## config.mk

```make
export PLATFORM = sky130hd
export DESIGN_NAME = shift_row_stage
export DESIGN_NICKNAME = d
export VERILOG_FILES = /design/src/rtl/aes_pkg.sv /design/src/rtl/shift_row_stage_rot_word.sv /design/src/rtl/shift_row_stage.sv
export SDC_FILE = /design/constraint.sdc
export NUM_CORES = 1
export LEC_CHECK = 0
export ABC_AREA = 1
export CAP_MARGIN = 25
export CORE_ASPECT_RATIO = 0.6
export CORE_MARGIN = 10
export CORE_UTILIZATION = 46
export CTS_BUF_LIST = sky130_fd_sc_hd__clkbuf_4 sky130_fd_sc_hd__clkbuf_8
export CTS_CLUSTER_SIZE = 8
export DETAILED_ROUTE_END_ITERATION = 8
export PLACE_DENSITY = 0.89
export SLEW_MARGIN = 20
export SYNTH_ARGS = -nofsm -noshare
export SYNTH_HDL_FRONTEND = slang
export SYNTH_HIERARCHICAL = 1
export SYNTH_SLANG_ARGS = --single-unit
```

## constraint.sdc

```tcl
create_clock -name clk -period 2.11 [get_ports clk]
set_input_delay 0.422 -clock clk [delete_from_list [all_inputs] [get_ports clk]]
set_output_delay 0.422 -clock clk [all_outputs]
set_load 0.01 [all_outputs]
```

## src/rtl/aes_pkg.sv

```systemverilog
// Shared AES byte/state types and ShiftRows index maps.
// State bytes are column-major: index = row + 4*column.
package aes_pkg;

    localparam int unsigned NB          = 4;
    localparam int unsigned STATE_BYTES = 16;

    typedef logic [7:0]                  byte_t;
    typedef byte_t [STATE_BYTES-1:0]     state_t;
    typedef byte_t [NB-1:0]              word_t;

    // Source byte index for ShiftRows: row kept, column advanced by row (2-bit wrap = mod 4).
    function automatic logic [3:0] fwd_src(input logic [3:0] idx);
        logic [1:0] row;
        logic [1:0] col;
        row = idx[1:0];
        col = idx[3:2];
        return {2'(col + row), row};
    endfunction

    // Source byte index for InvShiftRows: column retreated by row.
    function automatic logic [3:0] inv_src(input logic [3:0] idx);
        logic [1:0] row;
        logic [1:0] col;
        row = idx[1:0];
        col = idx[3:2];
        return {2'(col - row), row};
    endfunction

endpackage

```

## src/rtl/shift_row_stage_rot_word.sv

```systemverilog
// RotWord for the key schedule: combinational one-byte left rotate of a 4-byte word.
module rot_word
    import aes_pkg::*;
(
    input  word_t word_i,
    output word_t word_o
);

    always_comb begin
        word_o = '0;
        for (int unsigned j = 0; j < NB; j++) begin
            word_o[j] = word_i[(j + 1) % NB];
        end
    end

endmodule

```

## src/rtl/shift_row_stage.sv

```systemverilog
// Registered AES ShiftRows stage plus RotWord of the last round-key word.
// Optional INV_SHIFT_EN adds an inv port selecting InvShiftRows.
module shift_row_stage
    import aes_pkg::*;
(
    input  logic       clk,
    input  logic       rst,
`ifdef INV_SHIFT_EN
    input  logic       inv,
`endif
    input  logic       in_valid,
    input  logic [7:0] G0, G1, G2, G3, G4, G5, G6, G7,
    input  logic [7:0] G8, G9, GA, GB, GC, GD, GE, GF,
    input  logic [7:0] KC, KD, KE, KF,
    output logic       out_valid,
    output logic [7:0] R0, R1, R2, R3, R4, R5, R6, R7,
    output logic [7:0] R8, R9, RA, RB, RC, RD, RE, RF,
    output logic [7:0] KAC, KAD, KAE, KAF
);

    state_t g_s;
    state_t sel_s;
    word_t  key_w;
    word_t  key_rot;

    state_t r_q, r_d;
    word_t  ka_q, ka_d;
    logic   out_valid_q, out_valid_d;

    assign g_s   = {GF, GE, GD, GC, GB, GA, G9, G8, G7, G6, G5, G4, G3, G2, G1, G0};
    assign key_w = {KF, KE, KD, KC};

    rot_word u_rot_word (
        .word_i (key_w),
        .word_o (key_rot)
    );

    always_comb begin
        logic [3:0] src;
        src   = '0;
        sel_s = '0;
        for (int unsigned i = 0; i < STATE_BYTES; i++) begin
            src = fwd_src(4'(i));
`ifdef INV_SHIFT_EN
            if (inv) begin
                src = inv_src(4'(i));
            end
`endif
            sel_s[i] = g_s[src];
        end
    end

    always_comb begin
        r_d         = r_q;
        ka_d        = ka_q;
        out_valid_d = in_valid;
        if (in_valid) begin
            r_d  = sel_s;
            ka_d = key_rot;
        end
    end

    always_ff @(posedge clk) begin
        if (rst) begin
            r_q         <= '0;
            ka_q        <= '0;
            out_valid_q <= 1'b0;
        end else begin
            r_q         <= r_d;
            ka_q        <= ka_d;
            out_valid_q <= out_valid_d;
        end
    end

    assign out_valid = out_valid_q;
    assign R0  = r_q[0];
    assign R1  = r_q[1];
    assign R2  = r_q[2];
    assign R3  = r_q[3];
    assign R4  = r_q[4];
    assign R5  = r_q[5];
    assign R6  = r_q[6];
    assign R7  = r_q[7];
    assign R8  = r_q[8];
    assign R9  = r_q[9];
    assign RA  = r_q[10];
    assign RB  = r_q[11];
    assign RC  = r_q[12];
    assign RD  = r_q[13];
    assign RE  = r_q[14];
    assign RF  = r_q[15];
    assign KAC = ka_q[0];
    assign KAD = ka_q[1];
    assign KAE = ka_q[2];
    assign KAF = ka_q[3];

endmodule

```

==> flow_summary.ini <==
[power]
power_density_nw_per_um2 = 679
irDropWorstVdd_mv = 0.522
leakage_nw = 5.17

[synth]
ys_seq_area_share_pct = 46.8
avgSynthCellArea_um2 = 6.56
yosys.area.top_type = dfxtp_1
ys_seq_elements = 161
synthCells = 1049
netlist.area_leader.share_pct = 46.8
syn_area_um2 = 6890
synthDistinctLibCells = 10
synthTopCellsByArea = dfxtp_1 (47%), nor2_1 (17%), nand2_1 (17%)
synth_warnings = 6
synth_fp_nets = 1212

[clocking]
cts_setup_buffers = 0
cts-root-buf = clkbuf_8
tritoncts = done
cts_resized = 0
cts.path.max_buffers = 2
cts_buffers = 17
clkTransAtPathRegs_ns = 0.10
cts_hold_buf = 0
htreeDepth = 4
clk_latency_ns = 0.42
clkSinkCount = 161

[place]
gp_congestion = 0.804
place_ws_ns = 0.547
dp_hpwl_um = 16200
io_buffers = 323

[timing]
worst_pin_slew_ns = 0.431
slew_headroom_pct = 71.3
min_period_ns = 1.80
finalClockSkew_ns = 0
timing_hold_violations_final = 0
period_share_pct = 85.2
max_freq_ghz = 0.556
finalSetupTns_ns = 0
slew_viol_final = 0
worst_slack_ns = 0.312
hold_slack_ns = 0.471
rsz0062_at_grt = no
setup_viol = 0

[hold_path]
hold_path.startpoint = R6[5]$_SDFFE_PP0P_
timing.hold.worst.class = reg2reg
holdPathEnd = R6[5]$_SDFFE_PP0P_
hold_depth = 2

[route]
drc = 0
wl_um = 20700
ant_nets = 0
num_vias = 6441
wl_per_cell_um = 13.6
drtIter0Drc = 403
dr.pass1.iters = 6
via_per_inst = 4.22

[floorplan]
ios = 324
die_w_um = 178
dieHeight_um = 115
dieArea_um2 = 20400
num_rows = 34
core_region_area_um2 = 14600
initial_core_util_pct = 47.2

[critical_path]
critPathBufInv = 1
cp_top_family = buffers and inverters
worstReg2RegStart = KAE[1]$_SDFFE_PP0P_
max_stage_delay_ns = 0.59
rrSetupSlack_ns = 1.51
reg2regPathDepth = 2
required_ns = 1.69
cp-start-kind = flop
crit_chain = clkdlybuf4s50_1
cp-end-kind = output pin
slowest_stage = clkdlybuf4s50_1
arrival_ns = 1.38
crit_path_max_fanout = 2
timing.rr.end = KAE[1]$_SDFFE_PP0P_
path_class = reg2out

[grt]
grt_max_degree = 61
grt-ovfl-total = 0
grt_pass1_wl_um = 31400
grt_usage_pct = 19.2
grt_pass1_vias = 6062
antenna_found_initial = 0

[cells_and_area]
drive_above_1_share_pct = 3.31
num-nets-final = 1479
diodes = 0
syn_to_final_growth_pct = 49.1

[job]
maxCapViolations = 0

[status]
status = complete, no violations
## synth_stat cells
cell      instances
dfxtp_1         161
nor2_1          321
buf_6            17
buf_1             3
nand2_1         320
buf_4            49
inv_1           161
clkbuf_1          2
buf_2            14
inv_2             1
## area by class of cell
cell class,count,area (um2)
fillers,1186,4320
repair buffers,333,3400
flip-flops and latches,161,3220
multi-input cells,641,2410
inverters,162,611
clock buffers,20,256
well taps,198,248
clock inverters,12,125
## metal layers
metal / global-route usage (%) / wire, um / vias to the layer above
met1: 19.1 / 7500 / 2769
li1: - / - / 3453
met2: 34.6 / 10100 / 205
met5: 0 / 0 / -
met4: 4.48 / 195 / 0
met3: 10.8 / 2940 / 14
## cells by family after synthesis
logic type,synth area share (%)
buffers and inverters,18.2
AND/OR/NAND/NOR,34.9
flip-flops,46.8
## placed cells by master, fill, tap and decap left out
cell type,instances
buf_12,7
buf_4,3
bufinv_16,1
clkbuf_4,3
clkbuf_8,18
clkinv_4,1
inv_4,1
clkinvlp_4,5
inv_8,2
nand2_1,320
inv_1,161
nor2_1,321
clkdlybuf4s50_1,322
dfxtp_1,161
inv_6,3
## worst max path at each step
stage | start | to | depth (start not counted)
after floorplan | in_valid | KAC[0]$_SDFFE_PP0P_ | 5
after global placement | rst | RB[4]$_SDFFE_PP0P_ | 5
after detailed placement | rst | KAE[1]$_SDFFE_PP0P_ | 5
after CTS | RE[0]$_SDFFE_PP0P_ | RE[0] | 1
after global routing | RA[6]$_SDFFE_PP0P_ | RA[6] | 1
final | RA[6]$_SDFFE_PP0P_ | RA[6] | 1
## metrics by stage
step	cell area, um2	instances	power, W	util, %
final	10300	1527	0.00697	70.4
after floorplan	6890	1049	0.00408	-
after global routing	10300	1527	0.00733	70.4
after global placement	9890	1495	0.00483	67.8
after CTS	10300	1527	0.00705	70.4
after detailed placement	9890	1495	0.00487	67.8
## where the power goes
group          switching [W]  total (W)  internal, W
clock network        0.00118    0.00219      0.00100
registers           0.000107    0.00336      0.00325
logic               0.000620    0.00143     0.000806
total                0.00191    0.00697      0.00506
(Power assumes the default switching activity.)
